[config.mk]
export PLATFORM = sky130hd
export DESIGN_NAME = bus_rr_arbiter_flat
export DESIGN_NICKNAME = d
export VERILOG_FILES = /design/src/rtl/bus_rr_arbiter_if.sv /design/src/rtl/bus_rr_arbiter.sv /design/src/flat_wrapper.sv
export SDC_FILE = /design/constraint.sdc
export NUM_CORES = 1
export LEC_CHECK = 0
export BUFFER_PORTS_ARGS = -buffer_cell sky130_fd_sc_hd__buf_4
export CELL_PAD_IN_SITES_DETAIL_PLACEMENT = 0
export CELL_PAD_IN_SITES_GLOBAL_PLACEMENT = 1
export CORE_ASPECT_RATIO = 0.6
export CORE_MARGIN = 5
export CORE_UTILIZATION = 44
export CTS_CLUSTER_SIZE = 14
export DETAILED_ROUTE_END_ITERATION = 8
export HOLD_SLACK_MARGIN = 0.02
export PLACE_DENSITY_LB_ADDON = 0.08
export RECOVER_POWER = 25
export SYNTH_ARGS = -nofsm -noshare
export SYNTH_HDL_FRONTEND = slang
export SYNTH_SLANG_ARGS = --single-unit
[constraint.sdc]
create_clock -name clk -period 4.1 [get_ports clk]
set_clock_uncertainty 0.1 [all_clocks]
set_input_delay 0.41 -clock clk [delete_from_list [all_inputs] [get_ports clk]]
set_output_delay 0.41 -clock clk [all_outputs]
set_load 0.01 [all_outputs]
[src/rtl/bus_rr_arbiter_if.sv]
// Shared-bus arbitration interface: per-master requests, slave handshake,
// and the arbiter's grant/ownership outputs.
interface bus_rr_arbiter_if #(
  parameter int N = 8
);
  localparam int OW = $clog2(N);

  logic [N-1:0]  dma;
  logic          ready;
  logic          lock;
  logic [N-1:0]  grant;
  logic          req;
  logic [OW-1:0] owner;
  logic          timeout;

  // The arbiter side drives ownership; requesters and the slave drive the rest.
  modport master (
    input  dma, ready, lock,
    output grant, req, owner, timeout
  );

  modport slave (
    output dma, ready, lock,
    input  grant, req, owner, timeout
  );
endinterface

[src/rtl/bus_rr_arbiter.sv]
// Round-robin bus arbiter with registered one-hot grant, bus lock and a
// turnaround cycle. Define BUS_TIMEOUT_EN to add the transfer watchdog.
module bus_rr_arbiter #(
  parameter int N       = 8,
  parameter int TIMEOUT = 255
) (
  input  logic             clk,
  input  logic             rst,
  bus_rr_arbiter_if.master bus
);
  localparam int OW = $clog2(N);

  if (N < 2 || N > 16 || TIMEOUT < 1 || TIMEOUT > 255) begin : g_bad_param
    $error("bus_rr_arbiter: N must be 2..16 and TIMEOUT 1..255");
  end

  typedef enum logic [1:0] {IDLE, BUSY, TURN} state_t;

  state_t        state_q, state_d;
  logic [N-1:0]  grant_q, grant_d;
  logic [OW-1:0] owner_q, owner_d;
  logic [OW-1:0] last_q, last_d;
  logic [OW-1:0] scan_idx;
  logic [OW-1:0] pick;
  logic          found;
`ifdef BUS_TIMEOUT_EN
  logic [7:0]    cnt_q, cnt_d;
  logic          tout_q, tout_d;
`endif

  // Search starts one past the last served master so nobody starves.
  // NOTE: every combinational output gets a default first so no latch is inferred.
  always_comb begin
    found    = 1'b0;
    pick     = '0;
    scan_idx = '0;
    for (int i = 1; i <= N; i++) begin
      scan_idx = OW'((int'(last_q) + i) % N);
      if (!found && bus.dma[scan_idx]) begin
        found = 1'b1;
        pick  = scan_idx;
      end
    end
  end

  // NOTE: state registers use non-blocking assignments so every flop samples pre-edge values.
  always_ff @(posedge clk or posedge rst) begin
    if (rst) begin
      state_q <= IDLE;
      grant_q <= '0;
      owner_q <= '0;
      last_q  <= OW'(N - 1);
`ifdef BUS_TIMEOUT_EN
      cnt_q   <= '0;
      tout_q  <= 1'b0;
`endif
    end else begin
      state_q <= state_d;
      grant_q <= grant_d;
      owner_q <= owner_d;
      last_q  <= last_d;
`ifdef BUS_TIMEOUT_EN
      cnt_q   <= cnt_d;
      tout_q  <= tout_d;
`endif
    end
  end

  always_comb begin
    state_d = state_q;
    grant_d = grant_q;
    owner_d = owner_q;
    last_d  = last_q;
`ifdef BUS_TIMEOUT_EN
    cnt_d   = cnt_q;
    tout_d  = 1'b0;
`endif
    unique case (state_q)
      IDLE: begin
        if (found) begin
          state_d       = BUSY;
          grant_d       = '0;
          grant_d[pick] = 1'b1;
          owner_d       = pick;
`ifdef BUS_TIMEOUT_EN
          cnt_d         = '0;
`endif
        end
      end
      BUSY: begin
        // Event priority: locked follow-on, completion, abandonment, watchdog.
        if (bus.ready && bus.lock && bus.dma[owner_q]) begin
`ifdef BUS_TIMEOUT_EN
          cnt_d = '0;
`endif
        end else if (bus.ready || !bus.dma[owner_q]) begin
          state_d = TURN;
          grant_d = '0;
          last_d  = owner_q;
        end
`ifdef BUS_TIMEOUT_EN
        else if (cnt_q == 8'(TIMEOUT)) begin
          state_d = TURN;
          grant_d = '0;
          last_d  = owner_q;
          tout_d  = 1'b1;
        end else begin
          cnt_d = cnt_q + 8'd1;
        end
`endif
      end
      TURN:    state_d = IDLE;
      default: state_d = IDLE;
    endcase
  end

  always_comb begin
    bus.grant   = grant_q;
    bus.req     = |grant_q;
    bus.owner   = owner_q;
`ifdef BUS_TIMEOUT_EN
    bus.timeout = tout_q;
`else
    bus.timeout = 1'b0;
`endif
  end
endmodule

[src/flat_wrapper.sv]
// flat-port wrapper written by rule: the top's interface ports become plain ports
module bus_rr_arbiter_flat 
#(
  parameter int N       = 8,
  parameter int TIMEOUT = 255
)
  (clk, rst, bus_dma, bus_ready, bus_lock, bus_grant, bus_req, bus_owner, bus_timeout);
  bus_rr_arbiter_if #(.N(N)) bus_i ();
  input  logic clk;
  input  logic rst;
  input wire logic [$bits(bus_i.dma)-1:0] bus_dma;
  input wire logic [$bits(bus_i.ready)-1:0] bus_ready;
  input wire logic [$bits(bus_i.lock)-1:0] bus_lock;
  output wire logic [$bits(bus_i.grant)-1:0] bus_grant;
  output wire logic [$bits(bus_i.req)-1:0] bus_req;
  output wire logic [$bits(bus_i.owner)-1:0] bus_owner;
  output wire logic [$bits(bus_i.timeout)-1:0] bus_timeout;
  assign bus_i.dma = bus_dma;
  assign bus_i.ready = bus_ready;
  assign bus_i.lock = bus_lock;
  assign bus_grant = bus_i.grant;
  assign bus_req = bus_i.req;
  assign bus_owner = bus_i.owner;
  assign bus_timeout = bus_i.timeout;
  bus_rr_arbiter #(.N(N), .TIMEOUT(TIMEOUT)) u_core (.clk(clk), .rst(rst), .bus(bus_i));
endmodule
==> flow_summary.json <==
{
  "kind_of_end_point_of_the_critical_path": "register",
  "min-delay-path-class": "primary input to async pin",
  "n_antenna_cell": 0,
  "final_cell_area_um2": 2033,
  "setup-violations-final": 0,
  "final_report_max_slew_violation_count": 0,
  "yosysWarningCount": 0,
  "design.final.nets": 222,
  "final_min_period_over_clock_period_pct": 91.65,
  "wire_per_inst_um": 20.31,
  "reg2regPathDepth": 10,
  "fp.coreArea_um2": 3765,
  "finalSetupTns_ps": 0,
  "synth_edf_count": 0,
  "mappedNetlistArea_um2": 1772,
  "dr_total_vias": 1673,
  "drt_pass1_iterations": 4,
  "area.growth.synth_to_final_pct": 14.76,
  "worst_setup_path_start_kind": "register",
  "cts_sinks": 16,
  "drt-vias-per-instance": 6.587,
  "worstReg2RegEnd": "u_core.bus.grant[6]",
  "r2r_slack_ps": 340,
  "antenna_left": 0,
  "insertion_delay_ps": 250,
  "cts-htree-levels": 1,
  "path_max_fanout": 12,
  "highest_attainable_clock_frequency_mhz": 266.1,
  "max_cap_viol_count": 0,
  "globalplace.congestion": 0.8490,
  "leading_cell_types_in_the_layout_fill_and_taps_excluded": "buf_4 (27), nand2_1 (22), mux4_2 (13), dfrtp_1 (13), mux2i_1 (12)",
  "finalHoldViolCount": 0,
  "ys_types": 55,
  "n_fill_cell": 338,
  "cts_hold_bufs": 0,
  "synth.avg_cell_area_um2": 9.577,
  "netlist_instances": 185,
  "cp.arrival_ps": 3800,
  "clk_root_buffer_cell": "clkbuf_8",
  "outcome": "finished, final reports clean",
  "grt_util_all_layers_pct": 19.37,
  "grt_max_degree": 26,
  "fp.dieArea_um2": 5437,
  "multiInputGateArea_um2": 1271,
  "dp_hpwl_um": 3960,
  "rows": 17,
  "grt_remaining_overflow": 0,
  "detail_route.wirelength_um": 5160,
  "mostFrequentLayoutCell": "buf_4",
  "crit_required_ps": 4140,
  "post-route-drc-count": 0,
  "setup.worst_path.class": "register to register",
  "io-pin-count": 25,
  "final_util_pct": 54.00,
  "ys_seq_area_share_pct": 22.81,
  "grt_setup_unrepaired": "false",
  "seqCellArea_um2": 404.1,
  "postSynth.topFlopCell": "dfrtp_1",
  "post_cts.resized_instances": 0,
  "die_height_um": 59.15,
  "initial_utilization_pct": 47.06,
  "layout-drive-gt1-share_pct": 31.40,
  "tritoncts_clock_tree": "built",
  "synthArstFlopShare_pct": 100.0,
  "postCtsSetupBuffers": 0,
  "io_buffers": 23,
  "worstMarginPinSlew_ps": 610.8,
  "worst_slew_margin_rel_pct": 59.23,
  "synth-seq-cells": 16,
  "cts_max_path_buffers": 2,
  "post-route-min-period_ps": 3758,
  "postSynthNetCount": 199,
  "grt_pass1_wl_um": 8252,
  "antenna_found_initial": 0,
  "critical_path.reg2reg.startpoint": "u_core.last_q[1]",
  "clock_transition_at_the_registers_of_the_reported_paths_ps": 70,
  "cell_total_after_placement": 250,
  "layoutNonFillerInstCount": 254,
  "drt_iter0_markers": 123,
  "cts_inserted_buffers": 3,
  "post_dp_cell_area_um2": 1978,
  "chipWidth_um": 91.92,
  "number_of_global_route_vias_before_repair": 1545
}
-- critical path, stage by stage, from the launching register on --
cell	delay, ps
dfstp_2	680
clkinv_1	130
ha_1	500
buf_4	250
mux2i_1	310
mux2i_1	130
o221ai_1	470
nor2b_1	330
a311oi_1	170
o22a_1	300
o41ai_1	270
-- state kept, by name (all words and copies together), names as in the netlist --
signal,cells
u_core.last_q,3
u_core.bus.owner,3
u_core.state_q,2
u_core.bus.grant,8
-- layer usage --
layer	up-vias	part of all wire, %	global-route usage [%]
li1	766	-	-
met3	5	8.3	5.711
met4	0	0.48	2.537
met5	-	0	0
met2	80	43	27.18
met1	822	49	29.78
-- area by class of cell --
type / instances / share of cell area (%)
clock buffer: 4 / 2.708
inverter: 9 / 1.662
multi-input combinational: 150 / 62.52
sequential: 16 / 19.88
tap: 47 / 2.892
timing repair buffer: 28 / 10.34
-- per-stage QoR --
| step | worst slack, ps | hold slack, ps |
|---|---|---|
| after CTS | 344.0 | 152.0 |
| after global routing | 69.53 | 206.1 |
| final | 342.3 | 129.9 |
| after detailed placement | 371.4 | 397.8 |
| after floorplan | 507.4 | 221.6 |
| after global placement | 643.7 | 385.0 |
-- cells in the mapped netlist (3+ instances only) --
| master | number | share of area, % |
|---|---|---|
| a21oi_1 | 8 | 2.3 |
| and2_1 | 4 | 1.4 |
| buf_2 | 4 | 1.1 |
| buf_4 | 3 | 1.3 |
| dfrtp_1 | 13 | 18 |
| dfstp_2 | 3 | 4.4 |
| inv_1 | 8 | 1.7 |
| mux2_2 | 8 | 5.1 |
| mux2i_1 | 12 | 6.8 |
| mux4_2 | 13 | 17 |
| nand2_1 | 22 | 4.7 |
| nand2b_1 | 6 | 2.1 |
| nand3_1 | 5 | 1.4 |
| nor2_1 | 8 | 1.7 |
| nor2b_1 | 5 | 1.8 |
| nor4_1 | 3 | 1.1 |
| o21ai_0 | 7 | 2.0 |
| o31ai_1 | 5 | 2.1 |
| o41ai_1 | 4 | 2.0 |
-- cell families after synthesis --
group	count (synthesis)	share of synthesized area (%)
buf+inv	19	5.437
compound gates	50	21.89
mux	33	28.39
fa+ha+maj	2	1.412
other cells	1	0.2117
xor+xnor	2	1.413
flops	16	22.81
simple gates	62	18.43
-- how the worst max path moves through the flow --
stage               slack, ps  cells past startpoint                  end        startpoint
global placement          640                     10  u_core.bus.grant[6]  u_core.last_q[1]
CTS                       340                     10  u_core.bus.grant[6]  u_core.last_q[1]
finish                    340                     10  u_core.bus.grant[6]  u_core.last_q[1]
floorplan                 510                     14  u_core.bus.grant[7]  u_core.last_q[0]
global route               70                     10  u_core.bus.grant[6]  u_core.last_q[1]
detailed placement        370                     10  u_core.bus.grant[6]  u_core.last_q[1]
Power is left out: the tool's default activity adds up to more than one toggle a clock period on the data nets, which glitch-free logic cannot reach.
